## src/rtl/pulse_mixer_dac.sv

```systemverilog
// Two-channel pulse mixer: nonlinear table mix, sampled one-pole low-pass and
// a first-order sigma-delta bitstream for an external RC reconstruction filter.
module pulse_mixer_dac #(
  parameter int SAMPLE_DIV   = 16,
  parameter int FILTER_SHIFT = 2
) (
  input  logic       clk,
  input  logic       rst,
  input  logic [3:0] pulse1_in,
  input  logic [3:0] pulse2_in,
  input  logic       mute,
  output logic       sample_strobe,
  output logic [7:0] mix_out,
  output logic       dac_out
);

  localparam int CW = (SAMPLE_DIV > 1) ? $clog2(SAMPLE_DIV) : 1;
  localparam int AW = 8 + FILTER_SHIFT;
  localparam logic [CW-1:0] CNT_LAST = CW'(SAMPLE_DIV - 1);

  logic [CW-1:0] cnt;
  logic [CW-1:0] cnt_next;
  logic          strobe;
  logic [4:0]    sum;
  logic [7:0]    mix;
  logic [7:0]    mix_rom;
  logic [AW-1:0] acc;
  logic [AW-1:0] acc_next;
  logic [7:0]    sd;
  logic [8:0]    sd_sum;

  // Strobe is registered so it reads 0 throughout reset even when SAMPLE_DIV=1.
  always_comb begin
    cnt_next = (cnt == CNT_LAST) ? '0 : cnt + CW'(1);
  end

  always_ff @(posedge clk or posedge rst) begin
    if (rst) begin
      cnt    <= '0;
      strobe <= 1'b0;
    end else begin
      cnt    <= cnt_next;
      strobe <= (cnt_next == CNT_LAST);
    end
  end

  assign sample_strobe = strobe;

  always_ff @(posedge clk or posedge rst) begin
    if (rst) begin
      sum <= '0;
      mix <= '0;
    end else begin
      sum <= mute ? 5'd0 : ({1'b0, pulse1_in} + {1'b0, pulse2_in});
      mix <= mix_rom;
    end
  end

  // round(255 * T(n)/T(30)), T(n) = 95.52/(8128/n + 100)
  always_comb begin
    mix_rom = 8'd255;
    case (sum)
      5'd0:  mix_rom = 8'd0;
      5'd1:  mix_rom = 8'd11;
      5'd2:  mix_rom = 8'd23;
      5'd3:  mix_rom = 8'd34;
      5'd4:  mix_rom = 8'd44;
      5'd5:  mix_rom = 8'd55;
      5'd6:  mix_rom = 8'd65;
      5'd7:  mix_rom = 8'd75;
      5'd8:  mix_rom = 8'd85;
      5'd9:  mix_rom = 8'd94;
      5'd10: mix_rom = 8'd104;
      5'd11: mix_rom = 8'd113;
      5'd12: mix_rom = 8'd122;
      5'd13: mix_rom = 8'd130;
      5'd14: mix_rom = 8'd139;
      5'd15: mix_rom = 8'd147;
      5'd16: mix_rom = 8'd156;
      5'd17: mix_rom = 8'd164;
      5'd18: mix_rom = 8'd171;
      5'd19: mix_rom = 8'd179;
      5'd20: mix_rom = 8'd187;
      5'd21: mix_rom = 8'd194;
      5'd22: mix_rom = 8'd201;
      5'd23: mix_rom = 8'd209;
      5'd24: mix_rom = 8'd216;
      5'd25: mix_rom = 8'd222;
      5'd26: mix_rom = 8'd229;
      5'd27: mix_rom = 8'd236;
      5'd28: mix_rom = 8'd242;
      5'd29: mix_rom = 8'd249;
      5'd30: mix_rom = 8'd255;
      default: mix_rom = 8'd255;
    endcase
  end

  // Intermediate wrap is harmless: the true result never exceeds 255<<S.
  always_comb begin
    acc_next = acc + AW'(mix) - (acc >> FILTER_SHIFT);
  end

  always_ff @(posedge clk or posedge rst) begin
    if (rst) begin
      acc <= '0;
    end else if (strobe) begin
      acc <= acc_next;
    end
  end

  assign mix_out = acc[AW-1:FILTER_SHIFT];

  always_comb begin
    sd_sum = {1'b0, sd} + {1'b0, mix_out};
  end

  always_ff @(posedge clk or posedge rst) begin
    if (rst) begin
      sd      <= '0;
      dac_out <= 1'b0;
    end else begin
      sd      <= sd_sum[7:0];
      dac_out <= sd_sum[8];
    end
  end

endmodule

```

## config.mk

```make
export PLATFORM = sky130hd
export DESIGN_NAME = pulse_mixer_dac
export DESIGN_NICKNAME = d
export VERILOG_FILES = /design/src/rtl/pulse_mixer_dac.sv
export SDC_FILE = /design/constraint.sdc
export NUM_CORES = 1
export LEC_CHECK = 0
export ABC_CLOCK_PERIOD_IN_PS = 3430
export CAP_MARGIN = 40
export CELL_PAD_IN_SITES_DETAIL_PLACEMENT = 0
export CELL_PAD_IN_SITES_GLOBAL_PLACEMENT = 2
export CORE_ASPECT_RATIO = 0.7
export CORE_MARGIN = 8
export CORE_UTILIZATION = 37
export DETAILED_ROUTE_END_ITERATION = 8
export GPL_TIMING_DRIVEN = 0
export PLACE_DENSITY = 0.79
export SLEW_MARGIN = 20
export SYNTH_ARGS = -nofsm -noshare
export SYNTH_HDL_FRONTEND = slang
export SYNTH_SLANG_ARGS = --single-unit
```

## constraint.sdc

```tcl
create_clock -name clk -period 3.43 [get_ports clk]
set_clock_uncertainty 0.1 [all_clocks]
set_input_delay 0.686 -clock clk [delete_from_list [all_inputs] [get_ports clk]]
set_output_delay 0.686 -clock clk [all_outputs]
set_load 0.05 [all_outputs]
```

==> Word-level counts from Yosys, hierarchy flattened <==
Memory sizes are Yosys's and may differ from the RTL's. A register that Yosys moved wholly into a read port is not among the register bits.
Index checks and enable logic that the tools add are counted.
{ "op_classes": {"add_sub_neg": 5, "n_eq_ne": 2, "muxes": 2} }
{ "op_table": {"columns": ["operator", "n"], "rows": [
  ["10-bit by 8-bit adder with 10-bit output", 1],
  ["10-bit by 8-bit subtractor with 10-bit output", 1],
  ["8-bit by 8-bit adder with 9-bit output", 1],
  ["4-bit == test, second input constant", 2],
  ["4-bit by 4-bit adder with 5-bit output", 1],
  ["5-bit two-way mux", 1],
  ["4-bit by 1-bit adder with 4-bit output, second input constant", 1],
  ["4-bit two-way mux", 1]
]} }
{ "totals": {"register_bits": 29, "rom_bits": 256, "in_bits": 11, "output_inout_bits": 10, "elab_cells": 16, "n_memories": 1} }
{ "mem_list": {"columns": ["name", "words", "width", "rd", "rd_ports_with_merged_regs", "wr", "line", "source"], "rows": [
  ["(name not given)", 32, 8, 1, 1, 0, "62", "case (sum)"]
]} }

==> Longest topological paths before layout <==
{ "depth": {"word_depth": 3, "mapped_depth": 11, "depth_no_buf": 11} }

==> Worst setup path before layout <==
Ideal clock, no wire load.
{ "synth_timing": {"kind": "reg2reg", "from": "register acc[2]", "to": "register acc[8]", "setup_time_ns": 0.104, "arrival_time_ns": 2.353, "t_required_ns": 3.226, "setup_slack_ns": 0.874, "stages_incl_launch_ff": 10, "n_path_buf": 0, "period_less_slack_ns": 2.556, "cell_sequence": "dfrtp_1 inv_1 fa_1 inv_1 ha_1 nor2b_1 o21a_1 o21a_1 or4b_1 o311ai_1"} }
{ "synth_via": {"elab_chain_cells": 2} }
{ "synth_lines": {"columns": ["item", "line", "source"], "rows": [
  ["start: declaration", "27", "logic [AW-1:0] acc;"],
  ["start signal: assignment", "107", "acc <= acc_next;"],
  ["10-bit by 8-bit adder with 10-bit output", "100", "acc_next = acc + AW'(mix) - (acc >> FILTER_SHIFT);"],
  ["10-bit by 8-bit subtractor with 10-bit output *", "100", null]
]} }
Every way passes the cells marked *; elsewhere a longest branch is shown, timed or not.
A chain may end at the register's enable or synchronous reset.

==> Final worst setup path <==
{ "layout_timing": {"from": "register acc[6]", "to": "register acc[8]"} }
The elaborated chain is that of the path after synthesis.

==> flow_summary.toml <==
[routing]
drt_first_iter_violations = 76
vias = 2118
wire_per_inst_um = 13.3
via_per_inst = 4.79
drcViolationCount = 0
firstDrtPassIters = 4
ant_nets = 0
wl_um = 5860

[timing]
finalCritPeriodShare = 0.846
max_freq_mhz = 345
setup_violations = 0
period_needed_ns = 2.90
tightest_slew_ns = 0.502
hold_viol = 0
maxSlewViolCount = 0
slew-limit-headroom = 0.664
rsz0062_at_grt = "no"
finalSetupTns_ns = 0

[cts]
cts_resized = 0
cts_buffers = 5
holdBufCountCts = 0
cts_setup_buffers = 0
clock-root-buffer = "clkbuf_8"
cts.sinks = 37
cts_tree = "yes"
clk_path_buf_depth = 2
clk_pin_slew_ns = 0.08
htree_levels = 2
insertion_delay_ns = 0.29

[floorplan]
fp.coreArea_mm2 = 0.00738
start_util = 0.387
rows = 26
die_w_um = 121
die_h_um = 89.5
ioPinCount = 21
dieArea_mm2 = 0.0108

[logic_synthesis]
synthCells = 315
muxShareOfSynthArea = 0.0145
synthSimpleGateAreaFrac = 0.123
avgSynthCellArea_um2 = 9.06
synth-seq-cells = 37
synth_edf_count = 0
synth_compound_area_frac = 0.186
mappedNetlistNets = 371
yosysSeqAreaShare = 0.324
synthAdderAreaFrac = 0.223
synth_top_family_by_area = "adder cells"
syn-cell-area_mm2 = 0.00286
yosysUniqueCellTypes = 52
synthArstFlopShare = 1.00
yosys_warnings = 0
synth-main-ff-cell = "dfrtp_1"
synthXorXnorAreaFrac = 0.0337

[critical_path]
end_kind = "flop"
critPathMaxFanout = 7
worstPathRequired_ns = 3.52
path_delay_family = "adder cells"
critPathArrivalTime_ns = 2.99
path_cells = "inv_1, fa_1, inv_1, ha_1, a21o_2, a21oi_1, or4b_1, o311ai_1"
cp_slowest_stage_delay_ns = 0.54
critPathKind = "flop to flop"
start_kind = "flop"
path_buf_inv = 2
crit_top_cell = "inv_1"
cp_slowest_cell = "fa_1"

[cells_and_area]
num_antenna_cells = 0
area_growth_pct = 15.2
n_fill_cell = 720
nets = 399
drive_gt1_frac = 0.0843

[grt]
grt_use_met3 = 0.0303
grt_most_used_layer = "met2"
overflow = 0
grt_max_degree = 32
grt_use_met1 = 0.172
track_usage = 0.120
grt_pass1_wl_um = 10400
use_met2 = 0.173
first_global_vias = 2114
antenna_found_initial = 0

[job]
drv_cap = 0

[placement]
io_buffer_count = 20
gp_congestion = 0.753
dpl.hpwl_um = 4640

[status]
status = "finished clean"

[min_path]
min_path_type = "flop to flop"
==> metrics by stage <==
stage | hold WS (ns) | instances | utilization | worst slack (ns) | instance area [um2]
global route | 0.380 | 442 | 0.445 | 0.344 | 3290
floorplan | 0.343 | 315 | - | 0.874 | 2860
detailed placement | 0.360 | 434 | 0.433 | 0.553 | 3200
finish | 0.374 | 442 | 0.445 | 0.530 | 3290
global placement | 0.353 | 433 | 0.430 | 0.562 | 3180
CTS | 0.378 | 442 | 0.445 | 0.535 | 3290
==> state kept, by name, summed over array words and instances, names as in the netlist <==
signal and count:
sum 5, mix 8, dac_out 1, sd 8, cnt 4, acc 10
sample_strobe 1
==> per-layer routing <==
layer | share of wire | vias up
met5 | 0 | -
li1 | - | 1110
met1 | 0.56 | 957
met4 | 0.0060 | 0
met3 | 0.045 | 2
met2 | 0.39 | 49
==> placed cells by master, fill, tap and decap left out, types with 4 or more instances in the layout <==
cell	synthesis	layout
nand3_1	4	4
ha_1	35	35
clkdlybuf4s50_1	0	20
buf_4	8	8
nor3_1	4	4
xnor2_1	7	7
dfrtp_1	37	37
nor2b_1	7	7
a211oi_1	7	7
o21ai_0	20	20
fa_1	10	10
clkbuf_8	0	5
a21o_1	6	6
clkbuf_1	5	5
a21oi_1	23	23
xor2_1	4	4
nand2_1	17	17
inv_1	47	46
nor2_1	24	24
==> synthesized netlist by cell type (2+ instances only) <==
cell type  count  share of area
inv_1         47          0.062
dfrtp_1       37           0.32
ha_1          35           0.15
nor2_1        24          0.032
a21oi_1       23          0.040
o21ai_0       20          0.035
nand2_1       17          0.022
fa_1          10          0.070
buf_4          8          0.021
a211oi_1       7          0.018
nor2b_1        7          0.015
xnor2_1        7          0.021
a21o_1         6          0.016
clkbuf_1       5         0.0066
nand3_1        4         0.0070
nor3_1         4         0.0070
xor2_1         4          0.012
mux2i_1        3          0.011
nand2b_1       3         0.0066
o211ai_1       3         0.0079
o21a_1         3         0.0079
a211o_1        2         0.0061
a21boi_0       2         0.0053
a311oi_1       2         0.0061
a31oi_1        2         0.0044
inv_2          2         0.0026
o311ai_0       2         0.0061
or3_1          2         0.0044
==> worst register-to-register path, delay by kind of cell, from the launching register on <==
kind                     cells  cell delay [ns]
AO/OA/AOI/OAI                3             0.65
buffers and inverters        2             0.15
AND/OR/NAND/NOR              1             0.46
flip-flops                   1             0.52
adder cells (fa/ha/maj)      2             0.92
==> area by class of cell <==
| cell class | instances | area (um2) | area share |
|---|---|---|---|
| multi-input combinational | 214 | 1660 | 0.504 |
| sequential | 37 | 926 | 0.282 |
| timing repair buffer | 21 | 220 | 0.0670 |
| inverter | 49 | 184 | 0.0559 |
| tap | 98 | 123 | 0.0373 |
| buffer | 15 | 87.6 | 0.0266 |
| clock buffer | 5 | 68.8 | 0.0209 |
| clock inverter | 3 | 21.3 | 0.00647 |
==> final timing paths <==
path / start / end / slack, ns / depth (start not counted)
setup / recovery: acc[6] / acc[8] / 0.53 / 8
hold / removal: sd[0] / sd[0] / 0.37 / 1
setup reg to reg: acc[6] / acc[8] / 0.53 / 8
hold reg to reg: sd[0] / sd[0] / 0.37 / 1
max in group asynchronous: rst / mix[5] / 2.32 / 3
min in group asynchronous: rst / cnt[1] / 0.50 / 2
==> logic make-up after synthesis <==
kind of cell	after synthesis
compound gates	83
fa+ha+maj	45
buf+inv	64
mux	4
simple gates	71
xor+xnor	11
flops	37
Power is left out: the tool's default activity adds up to more than one toggle a clock period on the data nets, which glitch-free logic cannot reach.
